### config.mk
export PLATFORM = sky130hd
export DESIGN_NAME = dmem_param
export DESIGN_NICKNAME = d
export VERILOG_FILES = /design/src/rtl/dmem_param.sv
export SDC_FILE = /design/constraint.sdc
export NUM_CORES = 2
export LEC_CHECK = 0
export ABC_AREA = 0
export BUFFER_PORTS_ARGS = -buffer_cell sky130_fd_sc_hd__buf_4
export CORE_MARGIN = 10
export CORE_UTILIZATION = 45
export CTS_BUF_LIST = sky130_fd_sc_hd__clkbuf_4
export CTS_CLUSTER_SIZE = 8
export DETAILED_ROUTE_END_ITERATION = 12
export HOLD_SLACK_MARGIN = 0.1
export PLACE_DENSITY = 0.71
export SYNTH_ARGS = -nofsm -noshare
export SYNTH_HDL_FRONTEND = slang
export SYNTH_SLANG_ARGS = --single-unit
export TNS_END_PERCENT = 1
### constraint.sdc
create_clock -name clk -period 8.3 [get_ports clk]
set_input_delay 1.66 -clock clk [delete_from_list [all_inputs] [get_ports clk]]
set_output_delay 1.66 -clock clk [all_outputs]
set_load 0.05 [all_outputs]
### src/rtl/dmem_param.sv
// -----------------------------------------------------------------------------
// dmem_param -- parametrised single-port synchronous data memory
//
// Data memory for the Harvard CPU data path. It sits between the load/store
// unit and the data address space. After every reset a hardware sweep writes
// zero to each word. While the sweep runs, ready is low. After the sweep the
// block accepts one request per cycle and never stalls. Reads are fully
// pipelined, and rvalid arrives RD_LAT cycles after the accept edge.
//
// Parameters:
//   DW     data word width in bits
//   AW     address width in bits
//   DEPTH  number of words, 1 <= DEPTH <= 2**AW
//   RD_LAT read latency from accept edge to rvalid, 1 or 2
//
// Ports:
//   clk     in   clock, rising edge
//   rst_n   in   asynchronous active-low reset
//   req     in   request valid
//   we      in   1 = write, 0 = read (sampled with req)
//   addr    in   [AW-1:0] word address
//   wdata   in   [DW-1:0] write data
//   ready   out  request can be accepted this cycle
//   rvalid  out  one-cycle pulse, rdata holds a read result
//   rdata   out  [DW-1:0] read data, holds while rvalid is low
//   err     out  one-cycle pulse, accepted request had addr >= DEPTH
//   perr    out  parity mismatch on a read, pulses with rvalid
//
// Optional feature: define DMEM_PARITY_EN to store one even-parity bit per
// word and check it on reads. When the macro is undefined, perr is tied to 0.
// -----------------------------------------------------------------------------
module dmem_param #(
    parameter int DW     = 8,
    parameter int AW     = 8,
    parameter int DEPTH  = 256,
    parameter int RD_LAT = 1
) (
    input  logic          clk,
    input  logic          rst_n,
    input  logic          req,
    input  logic          we,
    input  logic [AW-1:0] addr,
    input  logic [DW-1:0] wdata,
    output logic          ready,
    output logic          rvalid,
    output logic [DW-1:0] rdata,
    output logic          err,
    output logic          perr
);

    // Index width of the storage array. It is only ever used after an
    // in-range check, so dropping the upper address bits is safe.
    localparam int IW = (DEPTH > 1) ? $clog2(DEPTH) : 1;

    // The sweep counter is one bit wider than the address. This lets
    // DEPTH == 2**AW be represented and compared without wrapping.
    localparam logic [AW:0] DEPTH_L = (AW+1)'(DEPTH);
    localparam logic [AW:0] LAST_L  = (AW+1)'(DEPTH - 1);
    localparam logic [AW:0] ONE_L   = (AW+1)'(1);

    typedef enum logic {
        ST_CLEAR = 1'b0,
        ST_IDLE  = 1'b1
    } state_t;

    state_t        state;
    state_t        state_nxt;
    logic [AW:0]   clr_cnt;
    logic [IW-1:0] clr_idx;
    logic [IW-1:0] addr_idx;
    logic          in_range;
    logic          accept;
    logic          acc_rd;
    logic          acc_wr_ok;
    logic          par_bad;

    logic [DW-1:0] mem [0:DEPTH-1];

`ifdef DMEM_PARITY_EN
    logic          mem_par [0:DEPTH-1];
`endif

    // Stage 1 of the read pipeline. Its registers are loaded at the accept edge.
    logic          s1_valid;
    logic [DW-1:0] s1_data;
    logic          s1_perr;

    assign clr_idx   = clr_cnt[IW-1:0];
    assign addr_idx  = addr[IW-1:0];
    assign in_range  = ({1'b0, addr} < DEPTH_L);
    assign accept    = req && ready;
    assign acc_rd    = accept && !we;
    assign acc_wr_ok = accept && we && in_range;

    // -------------------------------------------------------------------------
    // FSM: state register
    // -------------------------------------------------------------------------
    // NOTE: sequential state uses non-blocking (<=) assignments so that every
    // flop samples values from before the edge, whatever the block order.
    always_ff @(posedge clk or negedge rst_n) begin
        if (!rst_n) begin
            state <= ST_CLEAR;
        end else begin
            state <= state_nxt;
        end
    end

    // -------------------------------------------------------------------------
    // FSM: next-state logic
    // -------------------------------------------------------------------------
    // NOTE: every variable driven in always_comb gets a default first, so no
    // path can leave it unassigned and infer a latch.
    always_comb begin
        state_nxt = state;
        unique case (state)
            ST_CLEAR: if (clr_cnt == LAST_L) state_nxt = ST_IDLE;
            ST_IDLE:  state_nxt = ST_IDLE;
            default:  state_nxt = ST_CLEAR;
        endcase
    end

    // -------------------------------------------------------------------------
    // FSM: outputs
    // -------------------------------------------------------------------------
    always_comb begin
        ready = 1'b0;
        unique case (state)
            ST_CLEAR: ready = 1'b0;
            ST_IDLE:  ready = 1'b1;
            default:  ready = 1'b0;
        endcase
    end

    // Clear-sweep counter. It restarts from zero on every reset.
    always_ff @(posedge clk or negedge rst_n) begin
        if (!rst_n) begin
            clr_cnt <= '0;
        end else if (state == ST_CLEAR) begin
            clr_cnt <= clr_cnt + ONE_L;
        end
    end

    // -------------------------------------------------------------------------
    // Storage array
    // -------------------------------------------------------------------------
    // NOTE: the array has no reset. A reset would stop it from mapping onto
    // RAM. The post-reset sweep zeroes it one word per cycle instead.
    // A read issued the cycle after a write therefore already sees the new
    // word, and no bypass path is needed.
    always_ff @(posedge clk) begin
        if (state == ST_CLEAR) begin
            mem[clr_idx] <= '0;
        end else if (acc_wr_ok) begin
            mem[addr_idx] <= wdata;
        end
    end

`ifdef DMEM_PARITY_EN
    // The stored bit makes the XOR of data and parity even. Cleared words
    // hold parity 0, which is consistent with all-zero data.
    always_ff @(posedge clk) begin
        if (state == ST_CLEAR) begin
            mem_par[clr_idx] <= 1'b0;
        end else if (acc_wr_ok) begin
            mem_par[addr_idx] <= ^wdata;
        end
    end

    // Out-of-range reads never flag a parity error.
    assign par_bad = in_range && ((^mem[addr_idx]) != mem_par[addr_idx]);
`else
    assign par_bad = 1'b0;
`endif

    // -------------------------------------------------------------------------
    // Read pipeline stage 1 and error pulse
    // -------------------------------------------------------------------------
    // s1_data only loads on an accepted read. When it drives rdata directly,
    // rdata therefore holds between pulses.
    always_ff @(posedge clk or negedge rst_n) begin
        if (!rst_n) begin
            s1_valid <= 1'b0;
            s1_data  <= '0;
            s1_perr  <= 1'b0;
            err      <= 1'b0;
        end else begin
            s1_valid <= acc_rd;
            err      <= accept && !in_range;
            if (acc_rd) begin
                s1_data <= in_range ? mem[addr_idx] : '0;
                s1_perr <= par_bad;
            end
        end
    end

    // -------------------------------------------------------------------------
    // Read pipeline output stage, selected by RD_LAT
    // -------------------------------------------------------------------------
    generate
        if (RD_LAT == 2) begin : g_lat2
            logic          s2_valid;
            logic [DW-1:0] s2_data;
            logic          s2_perr;

            always_ff @(posedge clk or negedge rst_n) begin
                if (!rst_n) begin
                    s2_valid <= 1'b0;
                    s2_data  <= '0;
                    s2_perr  <= 1'b0;
                end else begin
                    s2_valid <= s1_valid;
                    if (s1_valid) begin
                        s2_data <= s1_data;
                        s2_perr <= s1_perr;
                    end
                end
            end

            assign rvalid = s2_valid;
            assign rdata  = s2_data;
            assign perr   = s2_valid && s2_perr;
        end else begin : g_lat1
            assign rvalid = s1_valid;
            assign rdata  = s1_data;
            assign perr   = s1_valid && s1_perr;
        end
    endgenerate

endmodule

== Yosys cells after proc, flatten, opt, wreduce, memory -nomap -nowiden ==
Memory sizes are Yosys's and may differ from the RTL's. A register that Yosys moved wholly into a read port is not among the register bits.
Cells that the tools add are included.

* Flip-flop bits (word level): 11
* Memories: 1
* Output and inout port bits: 12
* Logic and storage cells: 23
* RAM bits: 2048

* Muxes and demuxes: 10
* Equality and inequality tests: 1
* Bitwise logic cells: 1
* Reduce and logical (&&, ||, !) cells: 6
* Add/sub/neg operators: 1

{| class="wikitable"
|+ Memories
! memory !! words !! width !! rd ports !! clocked after memory_dff !! write ports !! RTL line !! text
|-
| mem || 256 || 8 || 1 || 1 || 1 || 77 || <nowiki>logic [DW-1:0] mem [0:DEPTH-1];</nowiki>
|}

{| class="wikitable"
|+ Operators with widths
! operator !! number
|-
| 2-to-1 mux 8 bit || 2
|-
| adder 9 x 1 -> 9 bit, second input constant || 1
|-
| == test 9 x 8 -> 1 bit, second input constant || 1
|-
| OR reduction 8 bit || 1
|-
| 2-to-1 mux 1 bit || 6
|-
| one-hot mux 1 bit (2 select lines) || 2
|-
| logical AND 1 bit || 3
|-
| zero test 1 bit || 2
|-
| inverter 1 bit || 1
|}

== Logic depth before layout (Yosys ltp) ==
* Word-level depth: 9
* Depth in mapped cells: 13
* Gate-level depth less buffers: 8

== Worst setup path after synthesis ==
OpenSTA, ideal clock, no wires.

* Path type: input -> register
* Start: input we
* End: memory mem[0][0] (data pin)
* Cell stages on the path: 4
* Arrival time: 5510 ps
* Path slack: 1920 ps
* Cells stage by stage: and3_1 > clkbuf_1 > clkbuf_1 > and2_1

* Longest elaborated chain between the ends: 6

{| class="wikitable"
|+ RTL lines
! what !! RTL line !! text
|-
| start, declared || 41 || <nowiki>input logic we,</nowiki>
|-
| logical AND 1 bit || 93 || <nowiki>assign acc_wr_ok = accept && we && in_range;</nowiki>
|-
| 2-to-1 mux 1 bit || 153 || <nowiki>end else if (acc_wr_ok) begin</nowiki>
|-
| 2-to-1 mux 1 bit || 151 || <nowiki>if (state == ST_CLEAR) begin</nowiki>
|-
| 2-to-1 mux 1 bit (implied by the code) || 154 || <nowiki>mem[addr_idx] <= wdata;</nowiki>
|-
| OR reduction 8 bit (no source line) || -- ||
|-
| 2-to-1 mux 8 bit (no source line) || -- ||
|-
| end, declared || 77 ||
|}

Every way passes these cells.

==> results_dict.tcl <==
set metrics [dict create \
    outcome "finished, final reports clean" \
    die_h_um 444 \
    drcViolationCount 0 \
    rrSetupSlack_ns 3.99 \
    crit_top_cell "buf_12" \
    cp_slowest_cell "a2111oi_0" \
    num_vias 42546 \
    multiInputGateArea_um2 17400 \
    synth.most_common_cell "edfxtp_1" \
    max_stage_delay_ns 0.90 \
    setup_violations 0 \
    antenna_found_initial 11 \
    place.port_buffers 29 \
    seqCellArea_um2 62000 \
    postCtsSetupBuffers 0 \
    nFillCells 14097 \
    synth_commonest_cells "2048 x edfxtp_1, 400 x mux4_2, 306 x mux2i_1" \
    fin_nets 4349 \
    final_layout_size_suffix_gt1_share_pct 28.6 \
    synth_cells 3930 \
    core_um2 179000 \
    r2r_start "state" \
    gp_congestion 0.880 \
    ios 32 \
    grt_max_degree 165 \
    wl_per_cell_um 28.7 \
    clock_latency_ns 1.36 \
    syn_area_um2 80800 \
    place_area_um2 83300 \
    p_leak_nw 23.8 \
    place_hpwl_um 120000 \
    tightest_slew_ns 1.26 \
    final_area_um2 89700 \
    cts_tree "yes" \
    ys_types 56 \
    slew_violations 0 \
    cp_max_fo 116 \
    path_cells "buf_8 -> buf_12 -> buf_12 -> mux4_2 -> o22ai_1 -> a21oi_1 -> nand3_1 -> a2111oi_0 -> a211o_1" \
    slew_headroom_pct 15.5 \
    reg2reg_depth 6 \
    synth_edf_count 2048 \
    firstDrtPassIters 6 \
    fmax_ghz 0.220 \
    first_global_vias 42748 \
    fin_crit_sh_pct 54.7 \
    cp.required_ns 9.59 \
    hp-class "in -> async" \
    drt-total-wl_um 202000 \
    tns_ns 0 \
    rows 155 \
    critPathCaptureType "flop" \
    synth_top_flop_cell "edfxtp_1" \
    ctsRootBufferMaster "clkbuf_4" \
    skew_ns 0.132 \
    synth-seq-cells 2067 \
    seq_area_frac_synth_pct 76.7 \
    postCtsHoldBufs 0 \
    yosysTopAreaCell "edfxtp_1" \
    htreeDepth 6 \
    cp.arrival_ns 5.83 \
    dieArea_um2 197000 \
    cp-start-kind "input port" \
    cts_resized 0 \
    detail-route-antenna-nets 0 \
    syn_avg_cell_area_um2 20.6 \
    ir_worst_vdd_mv 0.142 \
    yosys_warnings 0 \
    synth.area.top_cells "edfxtp_1 76%, mux4_2 11%, mux2i_1 3.8%" \
    cts.path.max_buffers 4 \
    async_flop_share_pct 0.919 \
    track_usage_pct 20.2 \
    crit_type "in -> reg" \
    grt_first_pass_wirelength_um 295000 \
    drt_first_iter_violations 5404 \
    powerDensity_nw_per_um2 226 \
    routed_via_density 6.06 \
    cts_num_sinks 2067 \
    cts_buffers 531 \
    maxCapViolations 0 \
    initial_core_util_pct 45.3 \
    cts.clk_slew.worst_paths_ns 0.07 \
    areaGrowthSynthToFinish_pct 11.0 \
    grt_setup_unrepaired "no" \
    worstReg2RegEnd "mem[138][3]" \
    period_needed_ns 4.54 \
    grt_overflow 0 \
    hold_violations 0 \
    synth_top_area_share_pct 76.1 \
    die_w_um 444 \
]
-- final cells by class --
| cell class | instances | area share [%] |
|---|---|---|
| inverters | 4 | 0.0167 |
| clock buffers | 755 | 6.32 |
| repair buffers | 104 | 1.06 |
| flip-flops and latches | 2067 | 69.1 |
| clock inverters | 109 | 0.834 |
| well taps | 2355 | 3.28 |
| multi-input cells | 1619 | 19.4 |
| diodes | 11 | 0.0307 |
-- power by group --
| group | switching (mW) | total (mW) | leakage [nW] | internal [mW] |
|---|---|---|---|---|
| Combinational | 0.292 | 0.448 | 5.57 | 0.156 |
| Clock | 3.97 | 8.50 | 3.87 | 4.53 |
| Sequential | 0 | 11.3 | 14.4 | 11.3 |
| Total | 4.27 | 20.2 | 23.8 | 16.0 |
-- layout by cell type, fill, tap and decap left out, types with 10 or more instances in the layout --
master        n
nor2_1      276
o31ai_1      17
o22ai_1      74
edfxtp_1   2048
buf_4        89
a21oi_1      45
nand4_1      17
clkinv_1     66
nand3b_1     14
nor3_1       28
mux4_2      400
diode_2      11
o21ai_1      17
a22oi_1      73
inv_2        21
o21ai_0      10
or3_1        12
buf_12       12
clkbuf_4    755
nand3_1      31
o221ai_1     76
nand2_1      75
a211oi_1     18
dfrtp_1      19
mux2i_1     306
bufinv_16    12
nor2b_1      23
-- state kept, by name, summed over array words and instances (netlist names) --
signal / cells
rdata: 8
clr_cnt: 9
rvalid: 1
mem: 2048
state: 1
-- worst max path at each step --
stage	startpoint	endpoint	depth (start not counted)
after global placement	addr[1]	rdata[5]	9
after CTS	addr[0]	rdata[5]	8
final	addr[1]	rdata[5]	9
after floorplan	we	mem[0][0]	4
after global routing	addr[0]	rdata[5]	9
after detailed placement	addr[0]	rdata[5]	8
-- cells by family after synthesis --
group	after synthesis	share of synthesized area [%]
other cells	1	0.00464
flops	2067	76.7
buf+inv	245	1.90
fa+ha+maj	2	0.0309
compound gates	375	3.35
xor+xnor	7	0.0758
simple gates	523	3.00
mux	710	15.0
-- metrics by stage --
step / hold slack (ns) / std cells / total power, mW / util [%] / worst slack [ns]
after CTS: 0.143 / 7013 / 20.4 / 50.2 / 3.92
after global routing: 0.148 / 7022 / 21.0 / 50.2 / 3.78
after global placement: 0.509 / 6148 / 12.0 / 46.6 / 2.39
after detailed placement: 0.532 / 6149 / 12.0 / 46.6 / 2.47
after floorplan: 0.491 / 3931 / 11.9 / - / 1.92
final: 0.236 / 7024 / 20.2 / 50.2 / 3.76
-- critical path: cells and delay by family --
family | cells | cell delay [ns]
buffers and inverters | 3 | 1.63
and+or+nand+nor | 1 | 0.21
AOI/OAI and AO/OA | 4 | 1.65
muxes | 1 | 0.34
-- metal layers --
layer	GRT usage (%)	share of wire [%]
met4	8.79	4.0
met5	0	0.020
met2	31.0	47
met1	27.2	38
met3	5.26	11
(Power assumes the default switching activity.)
